File: config.mk
export PLATFORM = sky130hd
export DESIGN_NAME = fetch_unit
export DESIGN_NICKNAME = d
export VERILOG_FILES = /design/src/rtl/fetch_unit_pkg.sv /design/src/rtl/fetch_unit_adder32.sv /design/src/rtl/fetch_unit_if_id_pipeline_reg.sv /design/src/rtl/fetch_unit.sv
export SDC_FILE = /design/constraint.sdc
export NUM_CORES = 1
export LEC_CHECK = 0
export BUFFER_PORTS_ARGS = -buffer_cell sky130_fd_sc_hd__buf_2
export CORE_ASPECT_RATIO = 0.9
export CORE_MARGIN = 1.5
export CORE_UTILIZATION = 56
export CTS_BUF_LIST = sky130_fd_sc_hd__clkbuf_4 sky130_fd_sc_hd__clkbuf_8
export CTS_CLUSTER_DIAMETER = 50
export DETAILED_ROUTE_END_ITERATION = 8
export HOLD_SLACK_MARGIN = 0.12
export PLACE_DENSITY = 0.81
export SLEW_MARGIN = 20
export SYNTH_ARGS = -nofsm -noshare
export SYNTH_HDL_FRONTEND = slang
export SYNTH_HIERARCHICAL = 1
export SYNTH_SLANG_ARGS = --single-unit
File: constraint.sdc
create_clock -name CLK -period 3.2 [get_ports CLK]
set_clock_uncertainty 0.1 [all_clocks]
set_input_delay 0.16 -clock CLK [delete_from_list [all_inputs] [get_ports CLK]]
set_output_delay 0.16 -clock CLK [all_outputs]
set_load 0.05 [all_outputs]
File: src/rtl/fetch_unit_pkg.sv
// Shared types and constants for the RV32i fetch stage.
// MISALIGN_TRAP_EN adds the HALT state used by the misaligned-target trap.
package fetch_unit_pkg;

  localparam logic [31:0] DEFAULT_RESET_PC  = 32'h0000_0000;
  localparam logic [31:0] DEFAULT_NOP_INSTR = 32'h0000_0013;  // addi x0,x0,0

`ifdef MISALIGN_TRAP_EN
  typedef enum logic [2:0] {
    ST_BOOT = 3'd0,
    ST_REQ  = 3'd1,
    ST_HOLD = 3'd2,
    ST_KILL = 3'd3,
    ST_HALT = 3'd4
  } fetch_state_t;
`else
  typedef enum logic [2:0] {
    ST_BOOT = 3'd0,
    ST_REQ  = 3'd1,
    ST_HOLD = 3'd2,
    ST_KILL = 3'd3
  } fetch_state_t;
`endif

endpackage

File: src/rtl/fetch_unit_adder32.sv
// 32-bit wrap-around adder used for PC+4.
module adder32 (
  input  logic [31:0] a,
  input  logic [31:0] b,
  output logic [31:0] sum
);

  assign sum = a + b;

endmodule

File: src/rtl/fetch_unit_if_id_pipeline_reg.sv
// IF/ID pipeline register: flush beats stall, stall beats load/bubble.
module if_id_pipeline_reg
  import fetch_unit_pkg::*;
#(
  parameter logic [31:0] NOP_INSTR = DEFAULT_NOP_INSTR
) (
  input  logic        clk,
  input  logic        rst,
  input  logic        flush,
  input  logic        stall,
  input  logic        load_valid,
  input  logic [31:0] load_instr,
  input  logic [31:0] load_pc,
  input  logic [31:0] load_pc4,
  output logic        valid,
  output logic [31:0] instr,
  output logic [31:0] pc,
  output logic [31:0] pc4
);

  logic        valid_q, valid_d;
  logic [31:0] instr_q, instr_d;
  logic [31:0] pc_q, pc_d;
  logic [31:0] pc4_q, pc4_d;

  // Next IF/ID contents; bubbles and flushes leave the PC fields untouched.
  always_comb begin
    valid_d = valid_q;
    instr_d = instr_q;
    pc_d    = pc_q;
    pc4_d   = pc4_q;
    if (flush) begin
      valid_d = 1'b0;
      instr_d = NOP_INSTR;
    end else if (!stall) begin
      if (load_valid) begin
        valid_d = 1'b1;
        instr_d = load_instr;
        pc_d    = load_pc;
        pc4_d   = load_pc4;
      end else begin
        valid_d = 1'b0;
        instr_d = NOP_INSTR;
      end
    end
  end

  // Register update with synchronous reset.
  always_ff @(posedge clk) begin
    if (rst) begin
      valid_q <= 1'b0;
      instr_q <= NOP_INSTR;
      pc_q    <= '0;
      pc4_q   <= '0;
    end else begin
      valid_q <= valid_d;
      instr_q <= instr_d;
      pc_q    <= pc_d;
      pc4_q   <= pc4_d;
    end
  end

  assign valid = valid_q;
  assign instr = instr_q;
  assign pc    = pc_q;
  assign pc4   = pc4_q;

endmodule

File: src/rtl/fetch_unit.sv
// RV32i fetch stage: PC owner, IMEM req/ack master, IF/ID loader.
// Optional feature macro: MISALIGN_TRAP_EN (misaligned redirect -> HALT).
module fetch_unit
  import fetch_unit_pkg::*;
#(
  parameter logic [31:0] RESET_PC  = DEFAULT_RESET_PC,
  parameter logic [31:0] NOP_INSTR = DEFAULT_NOP_INSTR
) (
  input  logic        CLK,
  input  logic        RST,
  input  logic        Branch_Taken_E,
  input  logic [31:0] PC_Target_E,
  input  logic        Stall_F,
  output logic        IMEM_Req,
  output logic [31:0] IMEM_Addr,
  input  logic        IMEM_Ack,
  input  logic [31:0] IMEM_Data,
  output logic [31:0] Instr_D,
  output logic [31:0] PC_D,
  output logic [31:0] PC_Plus4_D,
  output logic        Valid_D,
  output logic        Fetch_Busy,
  output logic        Misaligned_F
);

`ifdef MISALIGN_TRAP_EN
  localparam fetch_state_t TRAP_STATE = ST_HALT;
`else
  localparam fetch_state_t TRAP_STATE = ST_REQ;
`endif

  fetch_state_t state_q, state_d;
  logic [31:0]  pc_q, pc_d;
  logic [31:0]  redirect_q, redirect_d;
  logic [31:0]  skid_q, skid_d;
  logic         mis_q, mis_d;

  logic [31:0]  pc_plus4;
  logic [31:0]  tgt;
  logic         tgt_mis;
  logic         ld_valid;
  logic [31:0]  ld_instr;

  adder32 u_pc_adder (
    .a   (pc_q),
    .b   (32'd4),
    .sum (pc_plus4)
  );

  // Redirect target conditioning: trap on low bits, or force word alignment.
  always_comb begin
`ifdef MISALIGN_TRAP_EN
    tgt     = PC_Target_E;
    tgt_mis = |PC_Target_E[1:0];
`else
    tgt     = PC_Target_E & 32'hFFFF_FFFC;
    tgt_mis = 1'b0;
`endif
  end

  // Fetch FSM next-state, PC steering and IF/ID load selection.
  always_comb begin
    state_d    = state_q;
    pc_d       = pc_q;
    redirect_d = redirect_q;
    skid_d     = skid_q;
    mis_d      = mis_q;
    ld_valid   = 1'b0;
    ld_instr   = IMEM_Data;
    case (state_q)
      ST_BOOT: state_d = ST_REQ;
      ST_REQ: begin
        if (IMEM_Ack) begin
          if (Branch_Taken_E) begin
            pc_d  = tgt;
            mis_d = mis_q | tgt_mis;
            state_d = tgt_mis ? TRAP_STATE : ST_REQ;
          end else if (Stall_F) begin
            skid_d  = IMEM_Data;
            state_d = ST_HOLD;
          end else begin
            ld_valid = 1'b1;
            ld_instr = IMEM_Data;
            pc_d     = pc_plus4;
          end
        end else if (Branch_Taken_E) begin
          redirect_d = tgt;
          mis_d      = mis_q | tgt_mis;
          state_d    = ST_KILL;
        end
      end
      ST_HOLD: begin
        if (Branch_Taken_E) begin
          pc_d    = tgt;
          mis_d   = mis_q | tgt_mis;
          state_d = tgt_mis ? TRAP_STATE : ST_REQ;
        end else if (!Stall_F) begin
          ld_valid = 1'b1;
          ld_instr = skid_q;
          pc_d     = pc_plus4;
          state_d  = ST_REQ;
        end
      end
      ST_KILL: begin
        // Latest redirect wins, including one arriving with the ack.
        if (Branch_Taken_E) begin
          redirect_d = tgt;
          mis_d      = mis_q | tgt_mis;
        end
        if (IMEM_Ack) begin
          pc_d    = redirect_d;
          state_d = mis_d ? TRAP_STATE : ST_REQ;
        end
      end
`ifdef MISALIGN_TRAP_EN
      ST_HALT: state_d = ST_HALT;
`endif
      default: state_d = ST_BOOT;
    endcase
  end

  // State registers with synchronous reset.
  always_ff @(posedge CLK) begin
    if (RST) begin
      state_q    <= ST_BOOT;
      pc_q       <= RESET_PC;
      redirect_q <= '0;
      skid_q     <= '0;
      mis_q      <= 1'b0;
    end else begin
      state_q    <= state_d;
      pc_q       <= pc_d;
      redirect_q <= redirect_d;
      skid_q     <= skid_d;
      mis_q      <= mis_d;
    end
  end

  if_id_pipeline_reg #(
    .NOP_INSTR (NOP_INSTR)
  ) u_if_id (
    .clk        (CLK),
    .rst        (RST),
    .flush      (Branch_Taken_E),
    .stall      (Stall_F),
    .load_valid (ld_valid),
    .load_instr (ld_instr),
    .load_pc    (pc_q),
    .load_pc4   (pc_plus4),
    .valid      (Valid_D),
    .instr      (Instr_D),
    .pc         (PC_D),
    .pc4        (PC_Plus4_D)
  );

  assign IMEM_Req     = (state_q == ST_REQ) || (state_q == ST_KILL);
  assign IMEM_Addr    = pc_q;
  assign Fetch_Busy   = (state_q == ST_BOOT) || (state_q == ST_KILL) ||
                        ((state_q == ST_REQ) && !IMEM_Ack);
  assign Misaligned_F = mis_q;

endmodule

# --- Word level (Yosys, flattened, before mapping) ---
# Index checks and enable logic that the tools add are counted.
totals:
  elab_cells: 57
  inputBits: 69
  n_memories: 0
  output_inout_bits: 132
  ram_bits: 0
  rom_bits: 0
  latch_bits: 0
  ff_bits: 196
op_classes:
  mul: 0
  bitwise: 2
  reduce_logical: 14
  n_shift: 0
  n_div: 0
  addsub: 1
  magnitude_cmp: 0
  n_mux: 23
  eq_ne: 9
ops:
  columns: ["operator", "n"]
  rows:
  - ["2-to-1 mux 32 bit", 8]
  - ["one-hot mux 32 bit (3 select lines)", 1]
  - ["one-hot mux 32 bit (2 select lines)", 1]
  - ["adder 32 x 3 -> 32 bit, second input constant", 1]
  - ["2-to-1 mux 3 bit", 7]
  - ["one-hot mux 3 bit (4 select lines)", 1]
  - ["inequality test 3 bit, second input constant", 3]
  - ["AND reduction 4 bit", 2]
  - ["equality test 3 x 2 -> 1 bit, second input constant", 2]
  - ["inequality test 2 bit, second input constant", 3]
  - ["AND reduction 3 bit", 2]
  - ["2-to-1 mux 1 bit", 4]
  - ["equality test 3 x 1 -> 1 bit, second input constant", 1]
  - ["logical NOT 3 bit", 1]
  - ["logical OR 1 bit", 3]
  - ["nonzero test 3 bit", 1]
  - ["inverter 1 bit", 2]
  - ["one-hot mux 1 bit (2 select lines)", 1]
  - ["AND reduction 2 bit", 1]
  - ["nonzero test 2 bit", 1]
  - ["OR reduction 2 bit", 1]
  - ["logical AND 1 bit", 1]
  - ["logical NOT 1 bit", 1]

# --- Longest topological paths before layout ---
logic_depth:
  depth_word: 5
  depth_mapped: 13
  depth_no_buf: 13

# --- By module ---
# Netlist, hierarchy kept.
by_module_without_submodules:
  columns: ["module", "area_per_inst_um2", "seq_area_each_um2", "cells_per_inst", "instances"]
  rows:
  - ["fetch_unit", 4581.9, 1961.9, 558, 1]
  - ["if_id_pipeline_reg", 4222.8, 1941.9, 424, 1]
  - ["adder32", 1744.2, 0.0, 241, 1]

# --- Worst setup path after synthesis ---
# No wires, ideal clock.
synth_path:
  path_type: "reg-to-reg"
  startpoint: "reg pc_q[4] (netlist: IMEM_Addr[4])"
  endpoint: "reg pc_q[31] (netlist: IMEM_Addr[31])"
  period_less_slack_ns: 2.959
  required_ns: 2.970
  t_arrival_ns: 2.729
  path_slack_ns: 0.241
  n_path_buf: 0
  stages_incl_launch_ff: 13
  setup_ns: 0.130
  cell_sequence: "dfxtp_1 ha_1 o211ai_1 o21ai_2 o21bai_4 a22oi_4 a311oi_4 o311a_1 or3_1 mux2i_1 o21ai_0 nand2_1 a21oi_1"
synth_between:
  elab_chain_len: 5
synth_lines:
  columns: ["item", "line", "source"]
  rows:
  - ["from (decl)", "fetch_unit.sv:33", "logic [31:0] pc_q, pc_d;"]
  - ["from (signal assigned)", "fetch_unit.sv:132", "pc_q <= pc_d;"]
  - ["adder 32 x 3 -> 32 bit (*)", "fetch_unit_adder32.sv:8", "assign sum = a + b;"]
  - ["named net pc_plus4[31]", "fetch_unit.sv:38", "logic [31:0] pc_plus4;"]
  - ["2-to-1 mux 32 bit (*)", "fetch_unit.sv:78, fetch_unit.sv:97", null]
  - ["2-to-1 mux 32 bit (*)", "fetch_unit.sv:74", "if (Branch_Taken_E) begin"]
  - ["2-to-1 mux 32 bit", "fetch_unit.sv:73", "if (IMEM_Ack) begin"]
  - ["one-hot mux 32 bit (3 select lines) (*)", "fetch_unit.sv:70", "case (state_q)"]
# The timed path passes the listed nets; every way through them passes the cells marked *. The select of a mux whose other input is x is not followed.
# A chain may end at the register's enable or synchronous reset.

# --- Worst setup path in the final report ---
layout_path:
  startpoint: "reg pc_q[2] (netlist: IMEM_Addr[2])"
  endpoint: "reg pc_q[31] (netlist: IMEM_Addr[31])"
# The elaborated chain is that of the path after synthesis.

==> metrics.md <==
| Metric | Value |
|---|---|
| Main flop type after synthesis | `dfxtp_1` |
| Hold Path Class | `input port to flop` |
| Status | `finished, final reports clean` |
| Multi-input logic area | `roughly 6300 um^2` |
| Gr usage total | `0.2769` |
| Reg area | `just under 4000 um^2` |
| Root Buffer | `clkbuf_8` |
| Post-synthesis sequential area ratio | `0.3701` |
| Crit share post-route | `0.9187` |
| P per Cell Area | `454.4 nW/um^2` |
| Synth Area in Compound Gates | `0.1315` |
| DIE HEIGHT | `~130 um` |
| Syn_area_per_cell | `roughly 8.6 um^2` |
| Largest net degree at the start of global routing | `81` |
| Max Slew Vio Count | `0` |
| Num CTS Buffers | `17` |
| Most common cell in the netlist | `nand2_1` |
| Max cap viols | `0` |
| Async SR Flop Fraction | `0` |
| DR pass1 iterations | `6` |
| Routed WL | `about 28 mm` |
| Max-slew headroom | `0.5302` |
| Drt wl/cell | `between 15 and 20 um` |
| I/O pins | `201` |
| Core Box Area | `18410 um^2` |
| Routed vias | `around 9500` |
| H-tree depth | `4` |
| Routed vias/inst | `between 5 and 6` |
| Largest family of logic cells by synthesized area | `simple AND/OR/NAND/NOR gates` |
| CTS tree | `done` |
| Antenna cell count | `0` |
| Total congestion overflow | `0` |
| RSZ-0062 raised after global routing | `no` |
| Yosys top cell by area | `dfxtp_1` |
| Port bufs | `just under 200` |
| Worst IR drop on VDD | `between 300 and 400 uV` |
| Post-DRT Antenna Nets | `0` |
| Syn. warnings | `6` |
| Post-synth EDFFs | `0` |
| Multiplexer area fraction after synthesis | `0.1566` |
| First-pass GRT wire length | `around 45 mm` |
| Area grow syn2layout | `22.93%` |
| Initial core utilization | `0.5731` |
| Post-synthesis xor/xnor area fraction | `0.02325` |
| Synth Area in Simple Gates | `0.2225` |
| Total Nets Final | `1596` |
| Bufs on Longest Clock Path | `2` |
| Share of cells above drive strength 1 | `0.1969` |
| Synth top cells by count | `nand2_1 (206), dfxtp_1 (195), nand2b_1 (132)` |
| CP max FO | `4` |
| Rows | `47` |
| Fmax | `340.1 MHz` |
| Drt drc | `0` |
| Library cells used by synthesis | `64` |
| Startpoint Class | `flop` |
| # setup viols final | `0` |
| Yosys top cell area share | `0.3701` |
| Sink Count | `between 150 and 200` |
| Total Die Area | `19670 um^2` |
| Mapped cell area | `about 11000 um^2` |
| Die X | `between 100 and 150 um` |
| Cell count after synthesis | `1223` |
| Vias in the first global route | `9243` |
| Initial DRC count | `slightly below 600` |
| Required @ worst endpoint | `between 3 and 4 ns` |
| Setup CP Type | `flop to flop` |
| Gpl congestion | `between 0.8 and 0.9` |
| Overall power | `between 5000 and 6000 uW` |
| Adder-Cell Fraction of Synth Area | `0.04460` |
| Setup TNS | `0 ns` |
| Finished Layout Cells | `around 1700` |
| Dpl hpwl | `about 18 mm` |
| Post-synthesis register bit count | `195` |
| # fillers | `between 1000 and 1500` |
| Tightest Pin Transition | `approximately 0.7 ns` |
| Hold Vio Cnt, Final | `0` |
| Post-CTS Resized | `0` |
| Worst-Skew Late Latency | `about 0.48 ns` |
| Lkg Pwr | `between 0.005 and 0.006 uW` |
| CP Data Arrival Time | `between 3 and 4 ns` |
| CP Capture Type | `flop` |
| Worst-path clk slew | `roughly 0.1 ns` |
| Fin crit period | `between 2 and 3 ns` |
| Initial antenna violation count | `0` |
| Placed cell count | `~1600` |
| Top cells by area, synth | `dfxtp_1 (37%), mux2i_1 (12%), nand2b_1 (7.8%), nand2_1 (7.3%), a21oi_1 (5.9%)` |
==> layout by cell type, fill, tap and decap left out, drive strengths merged, types with 2 or more instances in the layout <==
master | netlist | routed
a211o | 2 | 2
a211oi | 3 | 3
a21o | 19 | 19
a21oi | 125 | 125
a22o | 2 | 2
a311oi | 3 | 3
a31oi | 3 | 3
and3 | 2 | 2
and3b | 2 | 2
buf | 30 | 215
clkbuf | 56 | 18
clkinv | 0 | 5
conb | 2 | 34
dfxtp | 195 | 195
dlygate4sd3 | 0 | 90
ha | 36 | 36
inv | 9 | 16
mux2 | 32 | 32
mux2i | 129 | 129
nand2 | 206 | 206
nand2b | 132 | 132
nand3 | 11 | 11
nand3b | 30 | 30
nand4 | 8 | 8
nor2 | 45 | 45
nor2b | 7 | 7
nor3 | 5 | 5
nor3b | 7 | 7
o211ai | 3 | 3
o21a | 2 | 2
o21ai | 52 | 52
o21bai | 5 | 5
o221ai | 2 | 2
o311ai | 2 | 2
or2 | 5 | 5
or3 | 4 | 4
xnor2 | 13 | 13
xor2 | 15 | 15
==> per-stage QoR <==
stage                     utilization  setup slack [ns]  hold slack (ns)  cell area, um^2
after floorplan                     -            0.2408           0.1885            10670
after global placement         0.6333            0.3442           0.3060            11660
after detailed placement       0.6333            0.2999           0.3160            11660
after CTS                      0.7045            0.2669           0.1913            12970
after global routing           0.7045           0.01083           0.2172            12970
final                          0.7045            0.2600           0.2067            12970
==> state kept, by name (all words and copies together), names as in the netlist <==
| signal | count |
|---|---|
| u_if_id/instr | 32 |
| u_if_id/pc | 32 |
| u_if_id/valid | 1 |
| redirect_q | 32 |
| state_q | 2 |
| IMEM_Addr | 32 |
| skid_q | 32 |
| u_if_id/pc4 | 32 |
==> area by class of cell <==
cell class / instances / share of cell area
Timing Repair Buffer: 305 / 0.1583
Multi-Input combinational cell: 962 / 0.4827
Tap cell: 245 / 0.02364
Clock buffer: 18 / 0.01910
Sequential cell: 195 / 0.3010
Inverter: 9 / 0.002605
Clock inverter: 14 / 0.01254
==> final timing paths <==
path                     end  depth (start not counted)    startpoint  slack [ns]
max            IMEM_Addr[31]                         12  IMEM_Addr[2]        0.26
min          u_if_id/pc4[30]                          4       Stall_F        0.21
max reg2reg    IMEM_Addr[31]                         12  IMEM_Addr[2]        0.26
min reg2reg        skid_q[7]                          2     skid_q[7]        0.36
==> worst max-delay path, stage by stage (launching register included) <==
cell and delay (ns):
dfxtp_1 0.35, ha_1 0.36, o211ai_1 0.12, o21ai_2 0.24, o21bai_4 0.11, a22oi_4 0.26, a311oi_4 0.16, o311a_1 0.36
or3_1 0.38, mux2i_1 0.13, o21ai_0 0.08, nand2_1 0.09, a21oi_1 0.06
==> logic make-up (layout without fill, tap and decap cells) <==
kind of cell | count (synthesis) | count (layout)
compound gates | 234 | 234
xor+xnor | 28 | 28
fa+ha+maj | 37 | 37
buf+inv | 98 | 346
flops | 195 | 195
mux | 161 | 161
other cells | 2 | 34
simple gates | 468 | 468
==> timing repair <==
action,CTS,global route
hold endpoints to repair,126,0
hold buffers,90,0
setup buffers,0,0
==> power breakdown <==
group,internal (uW),total (uW),switching [uW]
Clock,677,1650,978
Combinational,625,1640,1010
Sequential,2510,2600,83.0
==> layer usage <==
layer  part of all wire  track usage  wire length, um
met1               0.44       0.3361            12080
met4              0.033       0.1306              919
met3              0.051      0.05034             1411
met5                  0            0                0
met2               0.48       0.4746            13220
No activity file was read; power rests on OpenSTA's default activity.
